### config.mk
export PLATFORM = sky130hd
export DESIGN_NAME = ofdm_rx_frame_ctrl_flat
export DESIGN_NICKNAME = d
export VERILOG_FILES = /design/src/rtl/ofdm_rx_frame_ctrl_pkg.sv /design/src/rtl/ofdm_rx_frame_ctrl_if.sv /design/src/rtl/ofdm_rx_timeout_cnt.sv /design/src/rtl/ofdm_rx_frame_ctrl.sv /design/src/flat_wrapper.sv
export SDC_FILE = /design/constraint.sdc
export NUM_CORES = 1
export LEC_CHECK = 0
export ABC_CLOCK_PERIOD_IN_PS = 16000
export BUFFER_PORTS_ARGS = -buffer_cell sky130_fd_sc_hd__buf_2
export CAP_MARGIN = 10
export CORE_ASPECT_RATIO = 0.9
export CORE_MARGIN = 5
export CORE_UTILIZATION = 54
export CTS_BUF_LIST = sky130_fd_sc_hd__clkbuf_8
export DETAILED_ROUTE_END_ITERATION = 8
export HOLD_SLACK_MARGIN = 0.06
export PLACE_DENSITY = 0.76
export RECOVER_POWER = 50
export SLEW_MARGIN = 40
export SYNTH_ARGS = -nofsm -noshare
export SYNTH_HDL_FRONTEND = slang
export SYNTH_HIERARCHICAL = 1
export SYNTH_SLANG_ARGS = --single-unit
### constraint.sdc
create_clock -name sys_clk -period 16 [get_ports sys_clk]
set_clock_uncertainty 0.1 [all_clocks]
set_input_delay 3.2 -clock sys_clk [delete_from_list [all_inputs] [get_ports sys_clk]]
set_output_delay 3.2 -clock sys_clk [all_outputs]
set_load 0.01 [all_outputs]
### src/rtl/ofdm_rx_frame_ctrl_pkg.sv
// rtl/ofdm_rx_frame_ctrl_pkg.sv - shared state type and default constants for the OFDM RX frame controller
package ofdm_rx_ctrl_pkg;

    typedef enum logic [2:0] {
        ST_IDLE,
        ST_INIT,
        ST_SEARCH,
        ST_RECEIVE,
        ST_DRAIN,
        ST_DONE
    } ctrl_state_t;

    localparam int unsigned SEQUENCE_LENGTH_DEF        = 20;
    localparam int unsigned LEVEL_WIDTH_DEF            = 16;
    localparam int unsigned COARSE_ALIGNMENT_LEVEL_DEF = 11000;
    localparam int unsigned INIT_CYCLES_DEF            = 4;
    localparam int unsigned SEARCH_TIMEOUT_DEF         = 65535;
    localparam int unsigned GAP_TIMEOUT_DEF            = 2560;

    function automatic int unsigned max_u(input int unsigned a, input int unsigned b);
        return (a > b) ? a : b;
    endfunction

endpackage

### src/rtl/ofdm_rx_frame_ctrl_if.sv
// rtl/ofdm_rx_frame_ctrl_if.sv - control/status link between the frame controller and the RX datapath
interface ofdm_rx_frame_ctrl_if #(
    parameter int unsigned level_width_c = 16
);
    logic                     align_found;
    logic                     rcv_data_start;
    logic                     rcv_data_valid;
    logic                     dp_init;
    logic [level_width_c-1:0] dp_min_level;

    modport master (
        input  align_found,
        input  rcv_data_start,
        input  rcv_data_valid,
        output dp_init,
        output dp_min_level
    );

    modport slave (
        output align_found,
        output rcv_data_start,
        output rcv_data_valid,
        input  dp_init,
        input  dp_min_level
    );
endinterface

### src/rtl/ofdm_rx_timeout_cnt.sv
// rtl/ofdm_rx_timeout_cnt.sv - free-running supervision timer with a runtime-selected limit
module ofdm_rx_timeout_cnt #(
    parameter int unsigned max_limit_c = 65535,
    parameter int unsigned cnt_width_c = $clog2(max_limit_c + 1)
) (
    input  logic                   sys_clk,
    input  logic                   sys_rst,
    input  logic                   clear,
    input  logic                   en,
    input  logic [cnt_width_c-1:0] limit,
    output logic                   expired
);
    logic [cnt_width_c-1:0] count_q;

    always_ff @(posedge sys_clk) begin
        if (sys_rst) begin
            count_q <= '0;
        end else if (clear) begin
            count_q <= '0;
        end else if (en) begin
            count_q <= count_q + cnt_width_c'(1);
        end
    end

    // Flags the last cycle of the window so the owner acts exactly limit cycles after a clear.
    assign expired = en && (count_q == (limit - cnt_width_c'(1)));
endmodule

### src/rtl/ofdm_rx_frame_ctrl.sv
// rtl/ofdm_rx_frame_ctrl.sv - frame-level sequencer: datapath init, threshold programming, symbol counting, timeouts
module ofdm_rx_frame_ctrl
    import ofdm_rx_ctrl_pkg::*;
#(
    parameter int unsigned sequence_length_c        = SEQUENCE_LENGTH_DEF,
    parameter int unsigned level_width_c            = LEVEL_WIDTH_DEF,
    parameter int unsigned coarse_alignment_level_c = COARSE_ALIGNMENT_LEVEL_DEF,
    parameter int unsigned init_cycles_c            = INIT_CYCLES_DEF,
    parameter int unsigned search_timeout_c         = SEARCH_TIMEOUT_DEF,
    parameter int unsigned gap_timeout_c            = GAP_TIMEOUT_DEF,
    parameter int unsigned sym_width_c              = $clog2(sequence_length_c + 1)
) (
    input  logic                     sys_clk,
    input  logic                     sys_rst,
    input  logic                     enable,
    input  logic [level_width_c-1:0] cfg_min_level,
    input  logic                     cfg_load,
    ofdm_rx_frame_ctrl_if.master     dp,
    output logic                     frame_active,
    output logic [sym_width_c-1:0]   sym_count,
    output logic                     frame_done,
    output logic                     timeout_err
);
    localparam int unsigned tmr_max_c   = max_u(search_timeout_c, gap_timeout_c);
    localparam int unsigned tmr_width_c = $clog2(tmr_max_c + 1);
    localparam int unsigned init_width_c = $clog2(init_cycles_c + 1);

    ctrl_state_t state_q, state_d;
    logic [init_width_c-1:0]  init_cnt_q;
    logic [level_width_c-1:0] shadow_q;
    logic [tmr_width_c-1:0]   tmr_limit;
    logic tmr_clear, tmr_en, tmr_expired;
    logic sym_inc, timeout_d, init_entry, rcv_entry;

    assign tmr_limit = (state_q == ST_SEARCH) ? tmr_width_c'(search_timeout_c)
                                              : tmr_width_c'(gap_timeout_c);

    ofdm_rx_timeout_cnt #(
        .max_limit_c (tmr_max_c),
        .cnt_width_c (tmr_width_c)
    ) u_timer (
        .sys_clk (sys_clk),
        .sys_rst (sys_rst),
        .clear   (tmr_clear),
        .en      (tmr_en),
        .limit   (tmr_limit),
        .expired (tmr_expired)
    );

    always_comb begin
        state_d   = state_q;
        tmr_clear = 1'b1;
        tmr_en    = 1'b0;
        sym_inc   = 1'b0;
        timeout_d = 1'b0;
        unique case (state_q)
            ST_IDLE: begin
                if (enable) state_d = ST_INIT;
            end
            ST_INIT: begin
                if (init_cnt_q == init_width_c'(init_cycles_c - 1)) state_d = ST_SEARCH;
            end
            ST_SEARCH: begin
                tmr_clear = 1'b0;
                tmr_en    = 1'b1;
                if (dp.align_found) begin
                    state_d   = ST_RECEIVE;
                    tmr_clear = 1'b1;
                end else if (tmr_expired) begin
                    state_d   = ST_INIT;
                    timeout_d = 1'b1;
                end
            end
            ST_RECEIVE: begin
                tmr_clear = 1'b0;
                tmr_en    = 1'b1;
                // A start in the same cycle as expiry counts as activity and beats the timeout.
                if (dp.rcv_data_start) begin
                    sym_inc   = 1'b1;
                    tmr_clear = 1'b1;
                    if (sym_count == sym_width_c'(sequence_length_c - 1)) state_d = ST_DRAIN;
                end else if (tmr_expired) begin
                    state_d   = ST_INIT;
                    timeout_d = 1'b1;
                end
            end
            ST_DRAIN: begin
                tmr_clear = 1'b0;
                tmr_en    = 1'b1;
                if (!dp.rcv_data_valid) begin
                    state_d = ST_DONE;
                end else if (tmr_expired) begin
                    state_d   = ST_INIT;
                    timeout_d = 1'b1;
                end
            end
            ST_DONE: begin
                state_d = enable ? ST_INIT : ST_IDLE;
            end
            default: state_d = ST_IDLE;
        endcase
        if (!enable) begin
            state_d   = ST_IDLE;
            timeout_d = 1'b0;
            sym_inc   = 1'b0;
        end
    end

    assign init_entry = (state_d == ST_INIT) && (state_q != ST_INIT);
    assign rcv_entry  = (state_d == ST_RECEIVE) && (state_q == ST_SEARCH);

    always_ff @(posedge sys_clk) begin
        if (sys_rst) begin
            state_q         <= ST_IDLE;
            init_cnt_q      <= '0;
            shadow_q        <= level_width_c'(coarse_alignment_level_c);
            dp.dp_min_level <= level_width_c'(coarse_alignment_level_c);
            dp.dp_init      <= 1'b1;
            frame_active    <= 1'b0;
            sym_count       <= '0;
            frame_done      <= 1'b0;
            timeout_err     <= 1'b0;
        end else begin
            state_q <= state_d;
            if (cfg_load) shadow_q <= cfg_min_level;
            // Threshold only moves at INIT entry; a write landing on that edge is taken directly.
            if (init_entry) dp.dp_min_level <= cfg_load ? cfg_min_level : shadow_q;
            if ((state_q == ST_INIT) && (state_d == ST_INIT)) begin
                init_cnt_q <= init_cnt_q + init_width_c'(1);
            end else begin
                init_cnt_q <= '0;
            end
            if (init_entry || rcv_entry) begin
                sym_count <= '0;
            end else if (sym_inc && (sym_count != sym_width_c'(sequence_length_c))) begin
                sym_count <= sym_count + sym_width_c'(1);
            end
            dp.dp_init   <= (state_d == ST_IDLE) || (state_d == ST_INIT);
            frame_active <= (state_d == ST_RECEIVE);
            frame_done   <= (state_d == ST_DONE);
            timeout_err  <= timeout_d;
        end
    end
endmodule
### src/flat_wrapper.sv
// flat-port wrapper written by rule: the top's interface ports become plain ports
module ofdm_rx_frame_ctrl_flat import ofdm_rx_ctrl_pkg::*;
#(
    parameter int unsigned sequence_length_c        = SEQUENCE_LENGTH_DEF,
    parameter int unsigned level_width_c            = LEVEL_WIDTH_DEF,
    parameter int unsigned coarse_alignment_level_c = COARSE_ALIGNMENT_LEVEL_DEF,
    parameter int unsigned init_cycles_c            = INIT_CYCLES_DEF,
    parameter int unsigned search_timeout_c         = SEARCH_TIMEOUT_DEF,
    parameter int unsigned gap_timeout_c            = GAP_TIMEOUT_DEF,
    parameter int unsigned sym_width_c              = $clog2(sequence_length_c + 1)
)
  (sys_clk, sys_rst, enable, cfg_min_level, cfg_load, frame_active, sym_count, frame_done, timeout_err, dp_align_found, dp_rcv_data_start, dp_rcv_data_valid, dp_dp_init, dp_dp_min_level);
  ofdm_rx_frame_ctrl_if #(.level_width_c(level_width_c)) dp_i ();
  input  logic sys_clk;
  input  logic sys_rst;
  input  logic enable;
  input  logic [level_width_c-1:0] cfg_min_level;
  input  logic cfg_load;
  output logic frame_active;
  output logic [sym_width_c-1:0] sym_count;
  output logic frame_done;
  output logic timeout_err;
  input wire logic [$bits(dp_i.align_found)-1:0] dp_align_found;
  input wire logic [$bits(dp_i.rcv_data_start)-1:0] dp_rcv_data_start;
  input wire logic [$bits(dp_i.rcv_data_valid)-1:0] dp_rcv_data_valid;
  output wire logic [$bits(dp_i.dp_init)-1:0] dp_dp_init;
  output wire logic [$bits(dp_i.dp_min_level)-1:0] dp_dp_min_level;
  assign dp_i.align_found = dp_align_found;
  assign dp_i.rcv_data_start = dp_rcv_data_start;
  assign dp_i.rcv_data_valid = dp_rcv_data_valid;
  assign dp_dp_init = dp_i.dp_init;
  assign dp_dp_min_level = dp_i.dp_min_level;
  ofdm_rx_frame_ctrl #(.sequence_length_c(sequence_length_c), .level_width_c(level_width_c), .coarse_alignment_level_c(coarse_alignment_level_c), .init_cycles_c(init_cycles_c), .search_timeout_c(search_timeout_c), .gap_timeout_c(gap_timeout_c), .sym_width_c(sym_width_c)) u_core (.sys_clk(sys_clk), .sys_rst(sys_rst), .enable(enable), .cfg_min_level(cfg_min_level), .cfg_load(cfg_load), .dp(dp_i), .frame_active(frame_active), .sym_count(sym_count), .frame_done(frame_done), .timeout_err(timeout_err));
endmodule
==> out/summary.txt <==
Final Net Count - 445
period utilization - 33.1%
Routed WL - 6.54 mm
placed cell areas - 3640 µm²
commonest non-fill, non-tap cell in the layout - dfxtp_1
commonest cells after routing, fill and taps aside - dfxtp_1, nor2_1, nand2_1, clkbuf_1
Yosys warning total - 6
Synth area leader - dfxtp_1
Clock Latency Late Sink - 0.33 ns
Slowest-stage cell, CP - nor3_2
status - finished, final reports clean
Die Y - 84.6 µm
FMAX - 189 MHz
# clock sinks - 63
pin count of the biggest net entering global routing - 30
post-CTS sizing - 0
clk root buf - clkbuf_8
number of detailed-route iterations in the first pass - 4
worst hold path type - flop to flop
CP Data Arrival Time - 5.41 ns
first-pass GRT wire length - 11.2 mm
CP Data Required Time - 16.12 ns
pins over their slew limit - 0
setup tns final - 0 ns
layout cells sized above 1 - 19.3%
final setup violation count - 0
DIE WIDTH - 92.8 µm
GRT Total Usage - 17.7%
count of state elements after synthesis - 63
peak supply drop - 0.100 mV
crit path time final - 5.29 ns
clk slew on worst S/H paths - 0.07 ns
initial core utilization - 55.1%
Final Wtd Congestion - 0.813
initial DRC count - 169
max-cap violation count - 0
antenna cells - 0
# Post-CTS Setup Buffers - 0
post-synth top area share - 37.8%
final hold violations - 0
io pins - 48
initial antenna violation count - 0
Core Area - 6050 µm²
register area share after synthesis - 37.8%
CTS H-tree lvls - 3
RSZ-0062 raised after global routing - no
Area Growth Syn to Fin - 14.8%
Top FF cell, synth - dfxtp_1
Worst setup SP type - flop
WP buf/inv - 3
Post-DP HPWL - 4.78 mm
Mapped Avg Cell Area - 9.11 µm²
FFs w/ async S/R, synth - 0%
critical path peak fanout - 17
Overflow after GRT - 0
Synth area leaders - dfxtp_1, mux2i_1, xnor2_1
crit-path leading delay family - simple AND/OR/NAND/NOR gates
CTS Buf Count - 9
Crit. End Element - flop
EDFF count, synth - 0
Least-Margin Pin Slew - 1.19 ns
crit path cell chain - nand2b_1 -> nor2_4 -> buf_8 -> buf_16 -> nor3_2 -> nand3_1 -> xnor2_1 -> or4_1 -> nor4_1 -> and4_1 -> nand3b_1 -> o2111a_2 -> or2_4 -> nor3b_4 -> buf_4 -> mux2_2
detailed-route vias per instance - 5.32
Leakage Power - 1.52 nW
DR WL/cell - 13.3 µm
number of global-route vias before repair - 2433
power density cells - 89.6 nW/µm²
drt drc - 0
area of the mapped netlist - 3330 µm²
hold buffers post-CTS - 0
Netlist cell types - 57
Slew headroom - 20.8%
buffer depth of the longest clock path - 2
Detail Route Antenna Nets - 0
Worst path max stage delay - 0.56 ns
count of input and output buffers - 47
Setup CP Type - flop to flop
Mapped Cells - 366
Rows - 27
DIE AREA - 7850 µm²
vias - 2619
Finished Cell Area - 3830 µm²
CTS tree - built
## synthesized netlist by cell type, types with 2 or more instances
master / instances
clkbuf_1: 9
or3_1: 3
and3_2: 2
nand3_1: 16
buf_2: 2
o31ai_1: 2
or2_2: 9
nand4_1: 4
nand2_1: 30
buf_6: 3
dfxtp_1: 63
mux2_4: 10
mux2i_1: 20
nor3_1: 10
a211oi_1: 3
and4_1: 2
nor3b_1: 2
xor2_1: 16
inv_1: 9
nand4b_1: 3
o21a_1: 2
nor2_1: 46
nor4_1: 2
a21oi_1: 9
nor2b_1: 12
mux2_2: 7
o21ai_0: 8
nand3b_1: 4
and3_1: 3
xnor2_1: 22
nor4b_1: 2
ha_1: 6
## kinds of logic after synthesis
family | Yosys count | synth area share, %
AOI/OAI and AO/OA | 33 | 6.64
buffers and inverters | 26 | 4.16
DFF | 63 | 37.8
and+or+nand+nor | 162 | 26.2
xor gates and xnor gates | 38 | 9.98
adders and majority gates | 6 | 2.25
muxes | 37 | 12.9
other | 1 | 0.112
## worst register-to-register path, cell delays in order, from the launching register on
cell	delay (ns)
dfxtp_1	0.51
nand2b_1	0.32
nor2_4	0.15
buf_8	0.20
buf_16	0.16
nor3_2	0.56
nand3_1	0.18
xnor2_1	0.16
or4_1	0.51
nor4_1	0.29
and4_1	0.40
nand3b_1	0.16
o2111a_2	0.24
or2_4	0.13
nor3b_4	0.46
buf_4	0.30
mux2_2	0.35
## state kept, by name, indices dropped and copies added, names as in the netlist
register and count:
u_core/dp.dp_min_level 16, u_core/shadow_q 16, u_core/u_timer/count_q 16, u_core/sym_count 5, u_core/init_cnt_q 3, u_core/state_q 3
u_core/dp.dp_init 1, u_core/frame_active 1, u_core/frame_done 1, u_core/timeout_err 1
## routing by layer
layer / track usage [%] / vias to the layer above / wire, µm
li1: - / 1355 / -
met1: 23.0 / 1175 / 2960
met2: 26.8 / 78 / 2970
met3: 7.44 / 11 / 518
met4: 5.46 / 0 / 93
met5: 0 / - / 0
## path summary, 6_finish.rpt
| path | cells after the start | slack [ns] | start | end |
|---|---|---|---|---|
| worst max register to register | 16 | 10.71 | u_core/state_q[2] | u_core/dp.dp_min_level[4] |
| worst min register to register | 1 | 0.34 | u_core/init_cnt_q[0] | u_core/init_cnt_q[0] |
| worst max-delay path | 16 | 10.71 | u_core/state_q[2] | u_core/dp.dp_min_level[4] |
| worst min-delay path | 1 | 0.34 | u_core/init_cnt_q[0] | u_core/init_cnt_q[0] |
## metrics by stage
stage	hold slack, ns	setup WS (ns)	total power (W)	utilization, %	instances
finish	0.340	10.71	0.000343	63.3	492
global route	0.349	10.26	0.000358	63.3	492
CTS	0.339	10.74	0.000348	63.8	492
detailed placement	0.329	10.79	0.000195	60.2	477
global placement	0.308	10.64	0.000194	59.3	474
floorplan	0.299	10.03	0.000187	-	370
## power by group
group	leakage (nW)	internal [W]	total [W]	switching, W
clock network	0.109	0.0000913	0.000152	0.0000607
registers	0.513	0.000162	0.000164	0.00000240
logic	0.896	0.0000129	0.0000265	0.0000136
total	1.52	0.000266	0.000343	0.0000767
## area by class of cell
| type | count | area [µm²] |
|---|---|---|
| Clock buffer | 10 | 138 |
| Inverter | 11 | 41.3 |
| Clock inverter | 5 | 81.3 |
| Tap cell | 72 | 90.1 |
| Timing Repair Buffer | 50 | 254 |
| Multi-Input combinational cell | 281 | 1960 |
| Fill cell | 510 | 2220 |
| Sequential cell | 63 | 1260 |
Power figures use the tool's default switching activity.
